===== src/rtl/i2c_slave_pkg.sv =====
// Shared types and constants for the I2C slave EEPROM.
package i2c_slave_pkg;

    typedef enum logic [3:0] {
        ST_IDLE,
        ST_DEV_ADDR,
        ST_ACK_DEV,
        ST_REG_ADDR,
        ST_ACK_REG,
        ST_WRITE,
        ST_ACK_WR,
        ST_READ,
        ST_ACK_RD,
        ST_WAIT_STOP
    } state_t;

    localparam logic [6:0] DEFAULT_DEV_ADDR = 7'b1010000;

    // SDA level of an acknowledge / not-acknowledge bit on the wire.
    localparam logic ACK_BIT  = 1'b0;
    localparam logic NACK_BIT = 1'b1;

endpackage


===== src/rtl/i2c_bus_sync.sv =====
// Synchronizes SCL/SDA into clk and derives SCL edge and START/STOP strobes.
// Each line goes through two sync flops plus one history flop; all strobes
// compare the synchronized value against the history value.
module i2c_bus_sync (
    input  logic clk,
    input  logic rst_n,
    input  logic scl_in,
    input  logic sda_in,
    output logic sda,
    output logic scl_rise,
    output logic scl_fall,
    output logic start,
    output logic stop
);

    // [0] first sync flop, [1] synchronized value, [2] history
    logic [2:0] scl_pipe;
    logic [2:0] sda_pipe;

    // Shift both lines through the synchronizer; idle bus level is high.
    always_ff @(posedge clk or negedge rst_n) begin
        if (!rst_n) begin
            scl_pipe <= 3'b111;
            sda_pipe <= 3'b111;
        end else begin
            scl_pipe <= {scl_pipe[1:0], scl_in};
            sda_pipe <= {sda_pipe[1:0], sda_in};
        end
    end

    assign sda      = sda_pipe[1];
    assign scl_rise =  scl_pipe[1] & ~scl_pipe[2];
    assign scl_fall = ~scl_pipe[1] &  scl_pipe[2];
    // SDA edges only count as conditions while SCL stays high across both samples.
    assign start    = scl_pipe[1] & scl_pipe[2] & ~sda_pipe[1] &  sda_pipe[2];
    assign stop     = scl_pipe[1] & scl_pipe[2] &  sda_pipe[1] & ~sda_pipe[2];

endmodule


===== src/rtl/i2c_slave_eeprom.sv =====
// I2C slave with a byte-addressed register file (EEPROM-style access).
// Write: START, dev+W, reg, data... STOP. Read: START, dev+R, data... with
// master ACK per byte and NACK on the last. The address pointer auto-increments
// modulo MEM_DEPTH and survives between transactions (current-address read).
// SDA is open-drain: sda_pad_o is tied low and sda_padoen_o=0 pulls the line low.
module i2c_slave_eeprom
    import i2c_slave_pkg::*;
#(
    parameter logic [6:0] DEV_ADDR  = DEFAULT_DEV_ADDR,
    parameter int         MEM_DEPTH = 256
) (
    input  logic       clk,
    input  logic       rst_n,
    input  logic       scl_pad_i,
    input  logic       sda_pad_i,
    output logic       sda_pad_o,
    output logic       sda_padoen_o,
    output logic       wr_strobe,
    output logic [7:0] wr_addr,
    output logic [7:0] wr_data,
    output logic       busy,
    output state_t     dbg_state
);

    logic       sda_s;
    logic       scl_rise;
    logic       scl_fall;
    logic       start_det;
    logic       stop_det;

    state_t     state;
    logic [3:0] bit_cnt;
    logic [7:0] shift;
    logic [7:0] pointer;
    logic       rw;
    logic [7:0] mem [MEM_DEPTH];

    logic [7:0] rx_byte;
    logic [7:0] rd_byte;
    logic [7:0] ptr_next;

    i2c_bus_sync u_sync (
        .clk      (clk),
        .rst_n    (rst_n),
        .scl_in   (scl_pad_i),
        .sda_in   (sda_pad_i),
        .sda      (sda_s),
        .scl_rise (scl_rise),
        .scl_fall (scl_fall),
        .start    (start_det),
        .stop     (stop_det)
    );

    // Byte as it will look once the current rising-edge bit is shifted in.
    assign rx_byte   = {shift[6:0], sda_s};
    assign rd_byte   = mem[pointer];
    assign ptr_next  = (pointer == 8'(MEM_DEPTH - 1)) ? 8'd0 : pointer + 8'd1;
    assign sda_pad_o = 1'b0;
    assign dbg_state = state;

    // Storage is not reset; a committed byte lands one clk after its strobe.
    always_ff @(posedge clk) begin
        if (wr_strobe) begin
            mem[wr_addr] <= wr_data;
        end
    end

    // Protocol FSM. bit_cnt counts rising edges within a byte; in the ACK
    // states 8 means "waiting for the fall that starts the ACK" and 9 means
    // "ACK driven, waiting for the fall that ends it".
    always_ff @(posedge clk or negedge rst_n) begin
        if (!rst_n) begin
            state        <= ST_IDLE;
            bit_cnt      <= '0;
            shift        <= '0;
            pointer      <= '0;
            rw           <= 1'b0;
            sda_padoen_o <= 1'b1;
            wr_strobe    <= 1'b0;
            wr_addr      <= '0;
            wr_data      <= '0;
            busy         <= 1'b0;
        end else begin
            wr_strobe <= 1'b0;
            if (stop_det) begin
                state        <= ST_IDLE;
                sda_padoen_o <= 1'b1;
                busy         <= 1'b0;
                bit_cnt      <= '0;
            end else if (start_det) begin
                // Also a repeated START: any partial byte is simply dropped.
                state        <= ST_DEV_ADDR;
                sda_padoen_o <= 1'b1;
                bit_cnt      <= '0;
            end else begin
                case (state)
                    ST_IDLE, ST_WAIT_STOP: begin
                    end
                    ST_DEV_ADDR: begin
                        if (scl_rise) begin
                            shift   <= rx_byte;
                            bit_cnt <= bit_cnt + 4'd1;
                            if (bit_cnt == 4'd7) begin
                                if (rx_byte[7:1] == DEV_ADDR) begin
                                    state <= ST_ACK_DEV;
                                    rw    <= rx_byte[0];
                                    busy  <= 1'b1;
                                end else begin
                                    state <= ST_IDLE;
                                    busy  <= 1'b0;
                                end
                            end
                        end
                    end
                    ST_REG_ADDR: begin
                        if (scl_rise) begin
                            shift   <= rx_byte;
                            bit_cnt <= bit_cnt + 4'd1;
                            if (bit_cnt == 4'd7) begin
                                pointer <= rx_byte;
                                state   <= ST_ACK_REG;
                            end
                        end
                    end
                    ST_WRITE: begin
                        if (scl_rise) begin
                            shift   <= rx_byte;
                            bit_cnt <= bit_cnt + 4'd1;
                            if (bit_cnt == 4'd7) begin
                                wr_strobe <= 1'b1;
                                wr_addr   <= pointer;
                                wr_data   <= rx_byte;
                                pointer   <= ptr_next;
                                state     <= ST_ACK_WR;
                            end
                        end
                    end
                    ST_ACK_DEV, ST_ACK_REG, ST_ACK_WR: begin
                        if (scl_fall) begin
                            if (bit_cnt == 4'd8) begin
                                sda_padoen_o <= ACK_BIT;
                                bit_cnt      <= 4'd9;
                            end else begin
                                bit_cnt <= '0;
                                if (state == ST_ACK_DEV && rw) begin
                                    // Read: the ACK-ending fall also presents the MSB.
                                    state        <= ST_READ;
                                    shift        <= rd_byte;
                                    sda_padoen_o <= rd_byte[7];
                                end else begin
                                    sda_padoen_o <= NACK_BIT;
                                    state        <= (state == ST_ACK_DEV) ? ST_REG_ADDR : ST_WRITE;
                                end
                            end
                        end
                    end
                    ST_READ: begin
                        if (scl_rise) begin
                            bit_cnt <= bit_cnt + 4'd1;
                            if (bit_cnt == 4'd7) begin
                                state   <= ST_ACK_RD;
                                pointer <= ptr_next;
                            end
                        end else if (scl_fall) begin
                            sda_padoen_o <= shift[3'd7 - bit_cnt[2:0]];
                        end
                    end
                    ST_ACK_RD: begin
                        if (scl_fall) begin
                            sda_padoen_o <= NACK_BIT;
                        end else if (scl_rise) begin
                            bit_cnt <= '0;
                            if (sda_s == ACK_BIT) begin
                                // Next byte's MSB goes out on the coming fall (bit_cnt 0).
                                state <= ST_READ;
                                shift <= rd_byte;
                            end else begin
                                state <= ST_WAIT_STOP;
                            end
                        end
                    end
                    default: begin
                        state <= ST_IDLE;
                    end
                endcase
            end
        end
    end

endmodule


===== config.mk =====
export PLATFORM = sky130hd
export DESIGN_NAME = i2c_slave_eeprom
export DESIGN_NICKNAME = d
export VERILOG_FILES = /design/src/rtl/i2c_slave_pkg.sv /design/src/rtl/i2c_bus_sync.sv /design/src/rtl/i2c_slave_eeprom.sv
export SDC_FILE = /design/constraint.sdc
export NUM_CORES = 2
export LEC_CHECK = 0
export ABC_AREA = 1
export CAP_MARGIN = 20
export CORE_ASPECT_RATIO = 0.9
export CORE_UTILIZATION = 35
export DETAILED_ROUTE_END_ITERATION = 8
export DONT_BUFFER_PORTS = 1
export GPL_ROUTABILITY_DRIVEN = 0
export PLACE_DENSITY = 0.46
export SYNTH_ARGS = -nofsm -noshare
export SYNTH_HDL_FRONTEND = slang
export SYNTH_SLANG_ARGS = --single-unit

===== constraint.sdc =====
create_clock -name clk -period 7.45 [get_ports clk]
set_input_delay 0.745 -clock clk [delete_from_list [all_inputs] [get_ports clk]]
set_output_delay 0.745 -clock clk [all_outputs]
set_load 0.005 [all_outputs]

# Yosys cells after proc, flatten, opt, wreduce, memory -nomap -nowiden
# Memory sizes are Yosys's and may differ from the RTL's.
# Cells that the tools add are included.
[classes] n_reduce_logical=22 bitwise_logic=13 n_mux=65 n_eq_ne=42 addsub=3 n_lt_le_gt_ge=1
[op_table] op="2-to-1 mux 8 bit" n=12
[op_table] op="2-to-1 mux 4 bit" n=22
[op_table] op="inequality test 4 bit, second input constant" n=15
[op_table] op="case mux 4 bit (7 select lines)" n=1
[op_table] op="case mux 8 bit (3 select lines)" n=1
[op_table] op="2-to-1 mux 1 bit" n=22
[op_table] op="== test 4 x 3 -> 1 bit, second input constant" n=5
[op_table] op="inequality test 2 bit, second input constant" n=8
[op_table] op="case mux 8 bit (2 select lines)" n=1
[op_table] op="AND reduction 5 bit" n=3
[op_table] op="AND reduction 13 bit" n=1
[op_table] op="== test 4 bit, second input constant" n=3
[op_table] op="case mux 4 bit (3 select lines)" n=1
[op_table] op="AND reduction 10 bit" n=1
[op_table] op="nonzero test 5 bit" n=2
[op_table] op="adder 8 x 1 -> 8 bit, second input constant" n=1
[op_table] op="== test 4 x 2 -> 1 bit, second input constant" n=2
[op_table] op="== test 8 bit, second input constant" n=1
[op_table] op="inequality test 2 x 1 -> 1 bit, second input constant" n=4
[op_table] op="nonzero test 2 bit" n=4
[op_table] op="AND 1 bit" n=7
[op_table] op="== test 7 bit, second input constant" n=1
[op_table] op="AND reduction 7 bit" n=1
[op_table] op="2-to-1 mux 3 bit" n=2
[op_table] op="18 further kinds" n=25
[word_totals] out_inout_bits=24 in_bits=4 mem_bits_rw=2048 register_bits=50 elab_cells=159 mem_count=1
[mem_list] name="mem" depth=256 word_bits=8 read_ports=1 rd_ports_with_merged_regs=0 wr=1 line="i2c_slave_eeprom.sv:36" source="logic [7:0] mem [MEM_DEPTH];"

# Depth between registers and ports, before layout
[logic_depth] ltp_word=8 mapped_depth=18 depth_no_buf=13

# Hierarchy
# From an unflattened synthesis, not the netlist that was laid out.
[hier_totals] cells_unflattened=7212 area_unflattened_um2=85335.6
[modules_own_cells] module="i2c_slave_eeprom" area_per_inst_um2=85136.7 cells_per_inst=7195 seq_area_each_um2=62601.3 instances=1
[modules_own_cells] module="i2c_bus_sync" area_per_inst_um2=198.9 cells_per_inst=17 seq_area_each_um2=157.7 instances=1

# Least setup slack after synthesis
# OpenSTA, ideal clock, no wires.
[synth_timing] path_type="register to register" startpoint="register wr_data[0]" endpoint="memory mem[0][0], data pin" arrival_ns=3.213 required_ns=6.640 path_buffers=0 stages_incl_launch_ff=1 setup_time_ns=0.810 period_less_slack_ns=4.023 slack_ns=3.427 path_cell_list="dfrtp_1"
[synth_rtl] element="start, declared" line="i2c_slave_eeprom.sv:20" source="output logic [7:0] wr_data,"
[synth_rtl] element="start signal, assigned" line="i2c_slave_eeprom.sv:132" source="wr_data <= rx_byte;"
[synth_rtl] element="end, declared" line="i2c_slave_eeprom.sv:36"
# Straight into the memory's write port.

# Worst setup path in the final report
[layout_timing] startpoint="register pointer[0]" endpoint="register shift[2]"
[layout_via] elab_chain_len=5 word_cells_on_any_way=8 cone_classes="mux: 7; memory: 1"
[layout_lines] element="start, declared" line="i2c_slave_eeprom.sv:34" source="logic [7:0] pointer;"
[layout_lines] element="start signal, assigned" line="i2c_slave_eeprom.sv:120" source="pointer <= rx_byte;"
[layout_lines] element="start signal, assigned" line="i2c_slave_eeprom.sv:133" source="pointer <= ptr_next;"
[layout_lines] element="start signal, assigned" line="i2c_slave_eeprom.sv:162" source="pointer <= ptr_next;"
[layout_lines] element="memory read (256 x 8 bit) (*)"
[layout_lines] element="2-to-1 mux 8 bit, on equally long branches" line="i2c_slave_eeprom.sv:173, i2c_slave_eeprom.sv:145"
[layout_lines] element="2-to-1 mux 8 bit, on equally long branches" line="i2c_slave_eeprom.sv:171, i2c_slave_eeprom.sv:140"
[layout_lines] element="2-to-1 mux 8 bit, on equally long branches" line="i2c_slave_eeprom.sv:169, i2c_slave_eeprom.sv:139"
[layout_lines] element="case mux 8 bit (3 select lines) (*)" line="i2c_slave_eeprom.sv:96" source="case (state)"
[layout_lines] element="end signal, assigned" line="i2c_slave_eeprom.sv:101" source="shift <= rx_byte;"
[layout_lines] element="end signal, assigned" line="i2c_slave_eeprom.sv:117" source="shift <= rx_byte;"
[layout_lines] element="end signal, assigned" line="i2c_slave_eeprom.sv:176" source="shift <= rd_byte;"
[layout_lines] element="end, declared" line="i2c_slave_eeprom.sv:33" source="logic [7:0] shift;"
# Every way passes the cells marked *; elsewhere a longest branch is shown, timed or not. The select of a mux whose other input is x is not followed.
# A chain may end at the register's enable or synchronous reset.

==> flow_summary_export.csv <==
group,metric,value,unit
cells_and_area,regArea,62800,sq um
floorplan,die_w,523,um
logic_synthesis,yosysUniqueCellTypes,47,
place,hpwl,141000,um
route,vias,55000,
logic_synthesis,synth_fa_ha_area_share,0.0439,%
global_routing,grt_pass1_vias,52100,
clock_tree,cts_buffers,226,
clock_tree,h-tree-depth,4,
floorplan,start_util,35.3,%
outcome,status,"finished clean",
floorplan,ios,28,
route,drt-initial-drc-count,5829,
worst_setup_path,r2r_slack,2.76,ns
hold_path,holdCritPathClass,"reg2reg",
logic_synthesis,async_flop_share,2.38,%
clock_tree,clk_pin_slew,0.06,ns
global_routing,grt_pass1_wl,382000,um
sta,period_share,62.9,%
sta,worstMarginPinSlew,1.22,ns
route,viasPerCell,5.35,
cells_and_area,nFillCells,23100,
cells_and_area,drive_gt1_share,6.02,%
sta,hold_slack,0.356,ns
sta,final_max_slew_viol_count,0,
worst_setup_path,reg2regPathDepth,14,
logic_synthesis,synth_top_area_cell,"edfxtp_1",
worst_setup_path,crit_type,"reg2reg",
clock_tree,cts_buffer_depth,3,
route,drcViolationCount,0,
logic_synthesis,synth_enable_flop_cells,2048,
route,drtPass1Iterations,6,
sta,clock.fmax,213,MHz
floorplan,die_height,471,um
logic_synthesis,synth-seq-area-share,73.3,%
logic_synthesis,synth_top_family_by_area,"simple AND/OR/NAND/NOR gates",
clock_tree,cts_tree,"yes",
floorplan,core,242000,sq um
worst_setup_path,arrival,5.48,ns
run,cap_violations,0,
global_routing,grt.overflow.total,0,
clock_tree,clock_latency,0.87,ns
logic_synthesis,syn_area,85600,sq um
logic_synthesis,syn_inst,7077,
worst_setup_path,cp_max_fo,176,
logic_synthesis,syn_area_per_cell,12.1,sq um
power,powerDensity,249,nW/um^2
global_routing,gr-usage-all-layers,21.1,%
power,irDropWorstVdd,0.207,mV
logic_synthesis,synthesis.nets,7084,
global_routing,antenna_found_initial,11,
sta,rsz0062_at_grt,"false",
sta,finalSetupViolCount,0,
logic_synthesis,synth_mux_area_share,0,%
cells_and_area,nNetsFinal,6905,
route,wirelength,264000,um
logic_synthesis,ys_top_cells_by_area,"edfxtp_1 72%, nand3_1 7.6%, nand2_1 5.9%, nor2_1 3.3%, o21ai_0 3.2%",
sta,hold_viol,0,
route,post_drt_wl_per_cell,25.7,um
logic_synthesis,yosysTopAreaCellShare,71.9,%
sta,finalSetupTns,0,ns
cells_and_area,area_growth,10.7,%
logic_synthesis,synth_compound_area_share,5.64,%
place,portBuffers,0,
clock_tree,cts_setup_buffers,0,
worst_setup_path,crit_required,8.24,ns
logic_synthesis,synth_xor_area_share,0.0205,%
sta,max_slew_margin,18.7,%
worst_setup_path,setup.worst_path.end,"shift[2]",
worst_setup_path,r2r-end,"shift[2]",
sta,period_needed,4.69,ns
route,antenna_left,0,
worst_setup_path,worstSetupStartpointType,"register",
logic_synthesis,synth_commonest_cells,"2048 x edfxtp_1, 1354 x nand2_1, 1306 x nand3_1",
floorplan,die_area,247000,sq um
clock_tree,cts_sinks,2098,
logic_synthesis,synthSimpleGateAreaFrac,17.1,%
power,leakage,31.1,nW
cells_and_area,multi_input_area,19500,sq um
worst_setup_path,crit_path_start,"pointer[0]",
worst_setup_path,reg2reg_from,"pointer[0]",
clock_tree,cts-root-buf,"clkbuf_16",
sta,finClkSkew,0.0333,ns
global_routing,grt_max_degree,187,
logic_synthesis,synthMostInstantiatedCell,"edfxtp_1",
logic_synthesis,ys.flop_type,"edfxtp_1",
worst_setup_path,cp-end-kind,"register",
logic_synthesis,ys_seq_elements,2098,
floorplan,rows,171,
logic_synthesis,synth_warnings,0,
per-stage QoR:
step	std cells	power [mW]	worst slack [ns]	utilization, %	cell area [sq um]
floorplan	7077	13.2	3.43	-	85600
global placement	9861	13.3	2.93	36.3	87800
detailed placement	9862	13.3	2.94	36.3	87800
CTS	10300	23.8	2.90	39.1	94700
global route	10300	24.2	2.60	39.1	94700
finish	10300	23.6	2.76	39.1	94700
cells by family (layout without fill, tap and decap cells):
| logic type | count (synthesis) | in the layout |
|---|---|---|
| and+or+nand+nor | 3435 | 3435 |
| DFF | 2098 | 2098 |
| AOI/OAI and AO/OA | 894 | 894 |
| buffers and inverters | 644 | 656 |
| adders and majority gates | 3 | 3 |
| xor gates and xnor gates | 2 | 2 |
| other | 1 | 6 |
power breakdown:
group	leakage, nW	total, mW	internal [mW]	switching (mW)
Combinational	9.39	0.185	0.0519	0.133
Sequential	18.4	12.9	12.8	0.0709
Clock	3.33	10.5	5.91	4.63
critical path, cell delays in order, from the launching register on:
cell	delay (ns)
dfrtp_4	0.97
buf_12	0.61
buf_4	0.82
o21ai_0	0.24
o22ai_1	0.23
nand2_1	0.07
nand3_1	0.10
nand3_1	0.08
nand3_1	0.41
nand3_1	0.39
nand3_1	0.17
nand2_1	0.07
nand2_1	0.06
nand2_1	0.05
nand2_1	0.07
final cells by class:
class	count	share of cell area (%)
Sequential cell	2098	66.3
Multi-Input combinational cell	4335	20.6
Clock buffer	329	6.55
Tap cell	3200	4.23
Timing Repair Buffer	84	1.03
Clock inverter	90	0.638
Inverter	153	0.638
Antenna cell	5	0.0132
worst min-delay path by stage:
stage,cells after the start,startpoint,slack (ns),endpoint
after floorplan,0,u_sync.scl_pipe[0],0.35,u_sync.scl_pipe[1]
after detailed placement,0,u_sync.scl_pipe[0],0.35,u_sync.scl_pipe[1]
after CTS,0,u_sync.sda_pipe[0],0.36,u_sync.sda_pipe[1]
after global placement,0,u_sync.sda_pipe[0],0.35,u_sync.sda_pipe[1]
final,0,u_sync.sda_pipe[0],0.36,u_sync.sda_pipe[1]
after global routing,0,u_sync.sda_pipe[0],0.36,u_sync.sda_pipe[1]
per-layer routing:
metal | global-route usage, % | routed length (um)
met3 | 3.55 | 16200
met1 | 31.0 | 122000
met4 | 5.71 | 6370
met5 | 0 | 13
met2 | 32.3 | 120000
registers in the layout (all words and copies together), names as in the netlist, 3 cells and up:
name             cells
mem               2048
wr_addr              8
pointer              8
bit_cnt              4
u_sync.scl_pipe      3
wr_data              8
u_sync.sda_pipe      3
dbg_state            4
shift                8
layout by cell type, fill, tap and decap left out, types with 8 or more instances in the layout:
cell / instances
o22ai_1: 226
inv_2: 10
clkbuf_16: 229
nor2_1: 749
inv_6: 9
nand3_1: 1306
clkinv_2: 30
nand2_1: 1340
clkbuf_8: 10
dfrtp_4: 12
buf_4: 55
inv_1: 134
edfxtp_1: 2048
o21ai_1: 9
a21oi_1: 91
clkbuf_1: 90
clkinv_1: 47
dfrtp_1: 30
nand4_1: 8
o21ai_0: 550
nand2_2: 14
buf_12: 24
timing repair:
item | 4_1_cts | 5_1_grt
hold buffers | 4 | 0
resized for setup | 0 | 0
hold endpoints to repair | 52 | 0
Power figures use the tool's default switching activity.
